`src/rtl/alu_control_seq.sv`:
```
// ALU control for the single-cycle MIPS datapath: combinational op/shift decode plus a
// multi-cycle unsigned mul/divu engine that stalls the pipeline until its result is ready.
module alu_control_seq #(
   parameter int WIDTH = 32
) (
   input  logic             clk,
   input  logic             rst,
   input  logic [1:0]       alu_op,
   input  logic [5:0]       funct,
   input  logic             issue,
   input  logic [WIDTH-1:0] src_a,
   input  logic [WIDTH-1:0] src_b,
   output logic [2:0]       op_code_Sel,
   output logic             direction,
   output logic             stall,
   output logic [WIDTH-1:0] md_lo,
   output logic [WIDTH-1:0] md_hi,
   output logic             md_valid,
   output logic             div_by_zero
);

   localparam int CW = $clog2(WIDTH + 1);

   typedef enum logic [1:0] {IDLE, BUSY, DONE} state_t;

   state_t           state, state_nxt;
   logic [CW-1:0]    count;
   logic             is_div;
   logic             dbz_q;
   logic [WIDTH-1:0] opnd;
   logic [WIDTH-1:0] acc_hi, acc_lo;
   logic             is_md, start, last_iter;
   logic [WIDTH-1:0] step_hi, step_lo;
   logic [WIDTH:0]   mul_sum, rem_shift;
   logic             rem_ge;

   // NOTE: every signal written in an always_comb gets a default first, so no path infers a latch.
   always_comb begin
      op_code_Sel = 3'b000;
      direction   = 1'b0;
      is_md       = 1'b0;
      case (alu_op)
         2'b00: op_code_Sel = 3'b000;
         2'b01: op_code_Sel = 3'b001;
         2'b11: op_code_Sel = 3'b100;
         default: begin
            case (funct)
               6'd32: op_code_Sel = 3'b000;
               6'd34: op_code_Sel = 3'b001;
               6'd33, 6'd27: begin
                  op_code_Sel = 3'b010;
                  is_md       = 1'b1;
               end
               6'd36: op_code_Sel = 3'b011;
               6'd37: op_code_Sel = 3'b100;
               6'd39: op_code_Sel = 3'b101;
               6'd0: begin
                  op_code_Sel = 3'b110;
                  direction   = 1'b1;
               end
               6'd2:  op_code_Sel = 3'b110;
               6'd3:  op_code_Sel = 3'b111;
               default: op_code_Sel = 3'b000;
            endcase
         end
      endcase
   end

   assign start     = (state == IDLE) && issue && is_md;
   assign last_iter = (count == CW'(WIDTH - 1));
   assign stall     = !rst && (start || (state == BUSY));
   assign md_valid  = !rst && (state == DONE);
   assign div_by_zero = md_valid && dbz_q;

   // One iteration: shift-add for mul (acc_lo holds the multiplier), restoring step for
   // divu (acc_hi is the partial remainder, acc_lo shifts dividend out and quotient in).
   always_comb begin
      mul_sum   = {1'b0, acc_hi} + (acc_lo[0] ? {1'b0, opnd} : '0);
      rem_shift = {acc_hi, acc_lo[WIDTH-1]};
      rem_ge    = rem_shift >= {1'b0, opnd};
      if (is_div) begin
         step_hi = rem_ge ? (rem_shift[WIDTH-1:0] - opnd) : rem_shift[WIDTH-1:0];
         step_lo = {acc_lo[WIDTH-2:0], rem_ge};
      end else begin
         {step_hi, step_lo} = {mul_sum, acc_lo[WIDTH-1:1]};
      end
   end

   always_comb begin
      state_nxt = state;
      case (state)
         IDLE:    if (start) state_nxt = BUSY;
         BUSY:    if (last_iter) state_nxt = DONE;
         DONE:    state_nxt = IDLE;
         default: state_nxt = IDLE;
      endcase
   end

   // NOTE: state registers use non-blocking assignments so every flop samples pre-edge values.
   always_ff @(posedge clk) begin
      if (rst) begin
         state  <= IDLE;
         count  <= '0;
         md_lo  <= '0;
         md_hi  <= '0;
         dbz_q  <= 1'b0;
         is_div <= 1'b0;
         opnd   <= '0;
         acc_hi <= '0;
         acc_lo <= '0;
      end else begin
         state <= state_nxt;
         case (state)
            IDLE: begin
               if (start) begin
                  is_div <= (funct == 6'd27);
                  opnd   <= (funct == 6'd27) ? src_b : src_a;
                  acc_lo <= (funct == 6'd27) ? src_a : src_b;
                  acc_hi <= '0;
                  count  <= '0;
               end
            end
            BUSY: begin
               acc_hi <= step_hi;
               acc_lo <= step_lo;
               count  <= count + CW'(1);
               if (last_iter) begin
                  md_lo <= step_lo;
                  md_hi <= step_hi;
                  dbz_q <= is_div && (opnd == '0);
               end
            end
            default: ;
         endcase
      end
   end

endmodule

```
`config.mk`:
```
export PLATFORM = sky130hd
export DESIGN_NAME = alu_control_seq
export DESIGN_NICKNAME = d
export VERILOG_FILES = /design/src/rtl/alu_control_seq.sv
export SDC_FILE = /design/constraint.sdc
export NUM_CORES = 1
export LEC_CHECK = 0
export BUFFER_PORTS_ARGS = -buffer_cell sky130_fd_sc_hd__buf_2
export CELL_PAD_IN_SITES_DETAIL_PLACEMENT = 1
export CELL_PAD_IN_SITES_GLOBAL_PLACEMENT = 1
export CORE_ASPECT_RATIO = 0.9
export CORE_MARGIN = 5
export CORE_UTILIZATION = 30
export DETAILED_ROUTE_END_ITERATION = 8
export PLACE_DENSITY_LB_ADDON = 0.05
export SLEW_MARGIN = 20
export SYNTH_ARGS = -nofsm -noshare
export SYNTH_HDL_FRONTEND = slang
export SYNTH_SLANG_ARGS = --single-unit
```
`constraint.sdc`:
```
create_clock -name clk -period 4.1 [get_ports clk]
set_clock_uncertainty 0.05 [all_clocks]
set_input_delay 0 -clock clk [delete_from_list [all_inputs] [get_ports clk]]
set_output_delay 0 -clock clk [all_outputs]
set_load 0.02 [all_outputs]
```
==> results of run 1 <==
[cells in the mapped netlist (all sizes together) (35+ instances only)]
cell / instances / area share
dfxtp: 170 / 0.29
a211oi: 131 / 0.086
mux2i: 120 / 0.10
a21oi: 99 / 0.044
and2: 35 / 0.019
clkbuf: 72 / 0.024
o21ai: 64 / 0.028
ha: 65 / 0.070
nor2: 204 / 0.066
nand2: 98 / 0.032
xnor2: 36 / 0.027
inv: 48 / 0.016
[worst max-delay path by stage]
stage	from	end
final	acc_lo[31]	md_hi[24]
after global routing	acc_lo[31]	md_hi[24]
after CTS	acc_lo[0]	acc_hi[27]
after detailed placement	acc_lo[0]	acc_hi[27]
after global placement	acc_lo[0]	acc_hi[30]
after floorplan	opnd[0]	md_hi[24]
[worst max-delay path: stages (launching register included)]
cell and delay (ns):
dfxtp_1 0.36, inv_1 0.08, ha_1 0.16, inv_1 0.06
fa_1 0.41, a21o_1 0.23, a221oi_2 0.39, o21ai_2 0.14
a221oi_2 0.38, o21ai_2 0.14, a221oi_2 0.31, xnor2_1 0.20
mux2i_1 0.15, and3_1 0.20, a2111oi_0 0.40
[power by group]
group	internal [mW]	switching [mW]
combinational	0.140	0.158
sequential	1.65	0.00489
clock	1.03	0.775
[kinds of logic (layout without fill, tap and decap cells)]
family / after synthesis / after routing / share of synthesized area
AO/OA/AOI/OAI: 426 / 426 / 0.254
XOR/XNOR: 56 / 56 / 0.0424
adder cells (fa/ha/maj): 67 / 67 / 0.0738
buffers and inverters: 143 / 328 / 0.0496
flip-flops: 170 / 170 / 0.294
multiplexers: 122 / 122 / 0.106
other: 0 / 2 / 0
AND/OR/NAND/NOR: 457 / 457 / 0.180
[final cells by class]
class	count	area, um2
diodes	2	5.00
clock buffers	19	433
clock inverters	12	188
fillers	4566	24000
multi-input cells	1128	7610
inverters	48	180
flip-flops and latches	170	3410
well taps	490	613
repair buffers	249	1720
[layout by cell type, fill, tap and decap left out, types with 20 or more instances in the layout]
master	count
nor2_1	202
dfxtp_1	168
buf_2	144
a211oi_1	129
mux2i_1	120
nand2_1	97
a21oi_1	97
dlygate4sd3_1	71
ha_1	65
o21ai_0	56
inv_1	48
xnor2_1	36
and2_1	34
buf_4	31
a21o_1	27
nand3_1	25
nor3_1	25
a22o_1	21
xor2_1	20
[what timing repair did]
| item | 4_1_cts | 5_1_grt |
|---|---|---|
| endpoints found under the setup margin | 0 | 2 |
| hold buffers | 71 | 0 |
| hold endpoints to repair | 47 | 0 |
| resized for setup | 0 | 1 |
[registers in the layout, indices dropped and copies added (netlist names)]
| name | count |
|---|---|
| opnd | 32 |
| acc_hi | 32 |
| dbz_q | 1 |
| md_hi | 32 |
| count | 6 |
| state | 2 |
| is_div | 1 |
| md_lo | 32 |
| acc_lo | 32 |
[routing by layer]
layer	track usage	vias to the layer above
li1	-	5604
met1	0.309	5466
met2	0.309	156
met3	0.0389	23
met4	0.0393	0
met5	0	-
[stage by stage]
step	utilization	worst slack (ns)
2_1_floorplan	-	1.04
3_3_place_gp	0.336	0.344
3_5_place_dp	0.336	0.303
4_1_cts	0.370	0.263
5_1_grt	0.371	0.00929
6_report	0.371	0.289
==> out/metrics.csv, run 1 <==
metric,value,unit
ys_warn_count,0,
async_flop_share,0,
nNetsFinal,1756,
period_share,0.930,
rr_startpoint,acc_lo[31],
rows,68,
seq_area_frac_synth,0.294,
drive_above_1_share,0.146,
die_w,217,um
yosysUniqueCellTypes,68,
synth_nets,1583,
grt_setup_unrepaired,no,
dr_wl_met2,18700,um
wl_met3,1540,um
cts_tree,built,
irDropWorstVdd,0.000263,V
syn_area_per_cell,8.02,um2
path_class,reg -> reg,
pwr_density_cell,266,nW/um2
hpwlAfterDp,33700,um
min_period,3.81,ns
die-area,42600,um2
placed_cell_area,12800,um2
slew_viol_final,0,
grt_usage,0.206,
min_to,acc_lo[3],
whs_path_depth,5,
status,"complete, no violations",
synth-edff-count,0,
cts_root_buf,clkbuf_16,
clock_latency,0.46,ns
synth_cells,1441,
hold_start,src_b[3],
hold_violations,0,
overflow,0,
worst_slew_pin_slew,1.09,ns
wl,44300,um
timing.slew.headroom,0.268,
routedWlPerCell,20.9,um
max_freq,262,MHz
vias,11200,
drt_iter0_drc,526,
p_total,3.76,mW
cts_buffers,17,
hold_ws,0.0225,ns
postCtsSetupRepairBufs,0,
maxCapViolations,0,
io_pins,146,
stdcell_area,14200,um2
arrival,4.08,ns
worst-path-max-fanout,4,
synth_ff_type,dfxtp_1,
finalSetupViolations,0,
cp.required,4.37,ns
critPathCaptureType,flop,
port-buffer-count,145,
gp_congestion,0.851,
routed.top_layer,met4,
clkTransAtPathRegs,0.08,ns
reg2reg_slack,0.29,ns
vias_per_cell,5.31,
reg2reg_depth,14,
grt_max_degree,66,
hold_path_class,in -> reg,
dp.cells,2014,
p_leak,5.77,nW
cts_sinks,170,
core,38200,um2
initial_core_util,0.303,
grt_pass1_wl,69100,um
detail-route-antenna-nets,0,
synthesis.area,11600,um2
clockBufferDepth,2,
area_growth,22.5,%
critPathLaunchType,flop,
wirelength_met1,23600,um
die_height,196,um
grt_pass1_vias,11700,
dr.pass1.iters,4,
tns,0,ns
drc,0,
ys_seq_elements,170,
final_cells,2118,
timing.rr.end,md_hi[24],
htreeDepth,4,
antenna_found_initial,1,
(Power assumes the default switching activity.)
==> run 2, diff against run 1 <==
--- a/config.mk
+++ b/config.mk
@@ -5,6 +5,7 @@
 export SDC_FILE = /design/constraint.sdc
 export NUM_CORES = 1
 export LEC_CHECK = 0
+export ABC_AREA = 1
 export BUFFER_PORTS_ARGS = -buffer_cell sky130_fd_sc_hd__buf_2
 export CELL_PAD_IN_SITES_DETAIL_PLACEMENT = 1
 export CELL_PAD_IN_SITES_GLOBAL_PLACEMENT = 1
==> run 2 against run 1 <==
Against the previous run: sequential cell count unchanged; critical endpoint is now acc_hi[27]; maximum frequency rose by 14%; power down 1.8%; worst setup slack better by 0.48 ns; final cell count is 39% higher; die area up 12%; hold slack improved by 0.020 ns; clock power decreased by 6%; core utilization fell by 0.47 points.
==> out/metrics.csv, run 2 <==
metric,value,unit,change
synth-edff-count,0,,unchanged
worst_slack,0.768,ns,+0.479 ns
tns,0,ns,unchanged
async_flop_share,0,,unchanged
synthTopCellsByCount,"nand2_1, inv_1, dfxtp_1, nor2_1, a21oi_1",,
final.fill_count,5698,,+25%
slew_viol_final,0,,unchanged
overflow,0,,unchanged
detail-route-antenna-nets,0,,unchanged
cp_slowest_stage_delay,0.52,ns,+0.11 ns
placed_cell_area,14200,um2,+11%
multi_input_area,8010,um2,+5.2%
grt_pass1_vias,15300,,+31%
yosysMostFrequentCell,nand2_1,,
power_switching,0.975,mW,+4.0%
final_common_cell,nand2_1,,
grt_setup_unrepaired,no,,
die_height,208,um,+6.0%
grt_max_degree,80,,+21%
yosys-top-cells-area,"dfxtp_1, nand2_1, inv_1",,
htreeDepth,4,,unchanged
period_share,0.813,,-0.117
final_cells,2945,,+39%
antenna_found_initial,0,,-1
critPathCaptureType,flop,,
p_seq_frac,0.448,,+0.007
io_pins,146,,unchanged
status,"complete, no violations",,
comb_power_share,0.094,,+0.015
hold_ws,0.0426,ns,+0.0201 ns
synth_nets,2336,,+48%
crit_top_cell,nand2_1,,
vias_per_cell,5.02,,-5.5%
drive_above_1_share,0.0996,,-0.0467
irDropWorstVdd,0.000314,V,+20%
syn_area_per_cell,5.95,um2,-26%
register_area,3410,um2,about the same
drc,0,,unchanged
port-buffer-count,145,,unchanged
ys_seq_elements,170,,unchanged
p_leak,8.00,nW,+39%
hold_violations,0,,unchanged
maxCapViolations,0,,unchanged
p_total,3.69,mW,-1.8%
p_sw_frac,0.264,,+0.0147
pwr_density_cell,235,nW/um2,-12%
crit_slowest_cell,dfxtp_1,,
internal-power,2.72,mW,-3.7%
vias,14800,,+31%
min_period,3.33,ns,-0.479 ns
cts_sinks,170,,unchanged
core,43000,um2,+12%
arrival,3.69,ns,-0.39 ns
initial_core_util,0.304,,+0.00136
p_clk_frac,0.458,,-0.022
synth_cells,2194,,+52%
cts_root_buf,clkbuf_16,,
critPathLaunchType,flop,,
cp.required,4.46,ns,+0.09 ns
yosysUniqueCellTypes,48,,-29%
timing.slew.headroom,0.357,,+0.0887
synthesis.area,13100,um2,+13%
die-area,47800,um2,+12%
synth_ff_type,dfxtp_1,,
rows,72,,+5.9%
drt_iter0_drc,964,,+83%
nNetsFinal,2519,,+43%
dr.pass1.iters,4,,unchanged
die_w,230,um,+6.0%
postCtsSetupRepairBufs,0,,unchanged
cp_top_family,simple AND/OR/NAND/NOR gates,,
path_class,reg -> reg,,
grt_pass1_wl,88700,um,+28%
routedWlPerCell,19.4,um,-7.2%
stdcell_area,15700,um2,+11%
finalSetupViolations,0,,unchanged
cts_tree,built,,
cts_buffers,17,,unchanged
max_freq,300,MHz,+14%
clkTransAtPathRegs,0.07,ns,about the same
dp.cells,2819,,+40%
place_ws,0.821,ns,+0.518 ns
seq_area_frac_synth,0.261,,-0.0338
hpwlAfterDp,44600,um,+32%
clock_latency,0.47,ns,about the same
worst-path-max-fanout,31,,+27
grt_usage,0.235,,+0.0289
synth_top_area_share,0.261,,-0.0338
area_growth,20.4,%,
worstPathCellList,inv_1 -> ha_1 -> nand2_1 -> inv_1 -> nand2_1 -> nand2_1 -> inv_1 -> nand2_1 -> inv_1 -> nand2_2 -> nand2_2 -> buf_4 -> nand2_4 -> buf_4 -> nand2_1 -> nand3_1 -> nand2_1 -> nand2_1 -> nand2_1,,
synth_largest_area_cell,dfxtp_1,,
worst_slew_pin_slew,0.964,ns,-0.130 ns
fin_util,0.366,,-0.00469
clockBufferDepth,2,,unchanged
timing.critical_path.buf_inv,6,,+4
wl,57100,um,+29%
ys_warn_count,0,,unchanged
hold_path_class,in -> reg,,
final_cell_mix,"nand2_1, inv_1, dfxtp_1",,
gp_congestion,0.904,,+6.2%
==> run 2: changes by cell type in the layout (fill, tap and decap cells not counted), sizes merged, moves of 34 or more <==
cell,previous run,this run
o21ai,64,133
a21oi,99,133
mux2i,120,0
nand3,25,140
nor2,204,142
a211oi,131,0
inv,53,324
nand2,98,767
==> run 2: repair_timing <==
item | CTS | global route
hold endpoints to repair | 63 | 0
hold buffers | 94 | 0
resized for setup | 0 | 0
==> run 2: worst paths after layout <==
| path | start | endpoint | slack, ns | cells after the start |
|---|---|---|---|---|
| hold / removal | src_b[24] | acc_lo[24] | 0.04 | 5 |
| setup reg to reg | opnd[15] | acc_hi[27] | 0.77 | 19 |
| hold reg to reg | md_lo[19] | md_lo[19] | 0.42 | 2 |
| setup / recovery | opnd[15] | acc_hi[27] | 0.77 | 19 |
==> run 2: tightest hold or removal path, stage by stage <==
cell and delay, ns:
buf_2 0.11, nand2_1 0.07, nand2_1 0.05, a21oi_1 0.15, o32ai_1 0.11
==> run 2: cell type report <==
class,instances,share of cell area
tap,555,0.0442
sequential,170,0.217
timing repair buffer,259,0.116
inverter,322,0.0769
antenna,1,0.000159
clock inverter,12,0.00875
clock buffer,19,0.0288
multi-input combinational,1607,0.509
==> run 2: power groups by stage <==
stage	combinational, mW	clock (mW)	sequential [mW]
2_1_floorplan	0.173	0	1.69
3_3_place_gp	0.291	0	1.69
3_5_place_dp	0.295	0	1.69
4_1_cts	0.344	1.75	1.66
5_1_grt	0.379	1.81	1.66
6_report	0.346	1.69	1.66
==> run 2: cells by family after synthesis <==
| group | count (synthesis) | share of synthesized area |
|---|---|---|
| compound gates | 374 | 0.162 |
| xor+xnor | 23 | 0.0154 |
| flops | 170 | 0.261 |
| fa+ha+maj | 67 | 0.0653 |
| simple gates | 1143 | 0.371 |
| buf+inv | 417 | 0.126 |
==> run 2: metal layers <==
metal,up-vias,GRT usage,routed length (um)
met1,7058,0.325,28200
met2,262,0.389,26000
met4,0,0.0519,1030
met3,47,0.0363,1900
met5,-,0,0
li1,7412,-,-
==> run 3, diff against run 2 <==
--- a/config.mk
+++ b/config.mk
@@ -5,7 +5,7 @@
 export SDC_FILE = /design/constraint.sdc
 export NUM_CORES = 1
 export LEC_CHECK = 0
-export ABC_AREA = 1
+export ABC_AREA = 0
 export BUFFER_PORTS_ARGS = -buffer_cell sky130_fd_sc_hd__buf_2
 export CELL_PAD_IN_SITES_DETAIL_PLACEMENT = 1
 export CELL_PAD_IN_SITES_GLOBAL_PLACEMENT = 1
==> constraint.sdc (replaced) <==
create_clock -name clk -period 3.2 [get_ports clk]
set_clock_uncertainty 0.05 [all_clocks]
set_input_delay 0 -clock clk [delete_from_list [all_inputs] [get_ports clk]]
set_output_delay 0 -clock clk [all_outputs]
set_load 0.02 [all_outputs]
==> run 3 against run 2 <==
Against the previous run: via count fell by 18%; global-route usage fell by 1.7 points; critical path depth fell by 4; power rose by 28%; count of clock-buffer cells in the layout fell by 1; sequential power rose by 28%; critical endpoint is now md_hi[27]; largest cell class unchanged; highest routed layer unchanged.
==> out/metrics.csv, run 3 (synthesis results as in run 1) <==
metric,value,unit,change
dr.pass1.iters,4,,unchanged
critPathCaptureType,flop,,
worst_slew_pin_slew,1.06,ns,+0.0994 ns
cp.required,3.48,ns,-0.98 ns
irDropWorstVdd,0.000410,V,+30%
grt_setup_unrepaired,yes,,
maxCapViolations,0,,unchanged
gp_congestion,0.844,,-6.6%
die_w,217,um,-5.7%
status,"complete, no violations",,
timing.slew.headroom,0.289,,-0.0680
min_period,3.12,ns,-0.211 ns
path_class,reg -> reg,,
arrival,3.40,ns,-0.29 ns
vias_per_cell,5.21,,+3.8%
nNetsFinal,1959,,-22%
internal-power,3.44,mW,+27%
clock_latency,0.47,ns,about the same
overflow,0,,unchanged
clkTransAtPathRegs,0.08,ns,about the same
comb_power_share,0.099,,+0.005
pwr_density_cell,283,nW/um2,+21%
vias,12100,,-18%
worst-path-max-fanout,8,,-74%
clockBufferDepth,2,,unchanged
die-area,42600,um2,-11%
grt_max_degree,71,,-11%
period_share,0.975,,+0.163
port-buffer-count,145,,unchanged
grt_pass1_vias,12500,,-19%
cts_root_buf,clkbuf_16,,
wl,48300,um,-15%
cp-endpoint,md_hi[27],,
detail-route-antenna-nets,0,,unchanged
rr_startpoint,acc_hi[0],,
reg2reg_depth,15,,-4
grt_pass1_wl,73300,um,-17%
area_growth,44.0,%,
final_cell_mix,"buf_4, nor2_1, buf_2",,
initial_core_util,0.303,,-0.00136
grt_usage,0.218,,-0.0170
io_pins,146,,unchanged
worstPathCellList,ha_4 -> nor2b_1 -> buf_4 -> o2111ai_4 -> buf_6 -> a211o_4 -> a21oi_4 -> o211ai_2 -> nand2_4 -> clkbuf_16 -> and2_1 -> buf_4 -> buf_4 -> a221oi_4 -> a211oi_2,,
cp_slowest_stage_delay,0.38,ns,-0.14 ns
die_height,196,um,-5.6%
antenna_found_initial,1,,+1
cts_sinks,170,,unchanged
hold_path_class,in -> reg,,
hold_violations,0,,unchanged
p_leak,6.93,nW,-13%
max_freq,320,MHz,+6.7%
slew_viol_final,0,,unchanged
fin_util,0.436,,+0.0697
reg2reg_slack,0.08,ns,-0.69 ns
crit_top_cell,buf_4,,
rows,68,,-5.6%
cts_buffers,17,,unchanged
htreeDepth,4,,unchanged
critPathLaunchType,flop,,
power_switching,1.27,mW,+30%
routedWlPerCell,20.8,um,+7.3%
timing.rr.end,md_hi[27],,
final_common_cell,buf_4,,
finalSetupViolations,0,,unchanged
p_seq_frac,0.450,,+0.002
drc,0,,unchanged
core,38200,um2,-11%
drt_iter0_drc,608,,-37%
p_sw_frac,0.270,,+0.00545
p_total,4.71,mW,+28%
hpwlAfterDp,36500,um,-18%
p_clk_frac,0.451,,-0.007
hold_ws,0.0156,ns,-0.0270 ns
cts_tree,built,,
drive_above_1_share,0.320,,+0.221
crit_slowest_cell,dfxtp_4,,
critPathLaunch,acc_hi[0],,
## run 3: cell type report
| class | count | area (um2) |
|---|---|---|
| inverters | 48 | 183 |
| repair buffers | 452 | 3370 |
| flip-flops and latches | 170 | 3450 |
| fillers | 4519 | 21600 |
| multi-input cells | 1128 | 8460 |
| clock inverters | 14 | 140 |
| diodes | 1 | 2.50 |
| clock buffers | 18 | 429 |
| well taps | 490 | 613 |
## run 3: routing by layer
metal	wire length, um	track usage	vias up
met1	25000	0.327	5919
met2	21300	0.334	145
met5	0	0	-
met4	333	0.0346	0
met3	1590	0.0361	22
li1	-	-	6001
## run 3: worst min-delay path by stage
stage	slack, ns	to	start	depth (start not counted)
global placement	0.23	is_div	issue	3
floorplan	0.04	direction	funct[0]	1
global route	0.04	acc_lo[24]	src_b[24]	5
finish	0.02	acc_lo[10]	src_b[10]	5
CTS	0.001	acc_lo[10]	src_b[10]	5
detailed placement	0.26	is_div	issue	3
## run 3: critical path, delay by kind of cell, from the launching register on
family,cells,cell delay (ns)
AOI/OAI and AO/OA,6,1.10
buffers and inverters,5,0.78
adders and majority gates,1,0.24
DFF,1,0.38
and+or+nand+nor,3,0.43
## run 3: power by group through the flow
stage | sequential [mW] | combinational [mW] | clock, mW
after floorplan | 2.17 | 0.178 | 0
after global placement | 2.17 | 0.349 | 0
after detailed placement | 2.17 | 0.352 | 0
after CTS | 2.12 | 0.436 | 2.18
after global routing | 2.12 | 0.502 | 2.26
final | 2.12 | 0.466 | 2.13
## run 3: timing repair
item,in CTS,in global routing
endpoints found under the hold margin,37,0
endpoints found under the setup margin,55,63
gates resized for setup,66,140
hold buffers,70,0
setup buffers,9,17
pin swaps,33,64
cloned,0,2
## run 3: stage by stage
| stage | instance area (um2) | setup TNS, ns | instances | setup slack (ns) |
|---|---|---|---|---|
| after CTS | 15800 | 0 | 2303 | 0.00244 |
| after floorplan | 11600 | 0 | 1441 | 0.140 |
| after global routing | 16600 | -0.334 | 2321 | -0.0804 |
| after global placement | 14200 | -2.63 | 2192 | -0.250 |
| after detailed placement | 14200 | -5.60 | 2192 | -0.326 |
| final | 16600 | 0 | 2321 | 0.0785 |
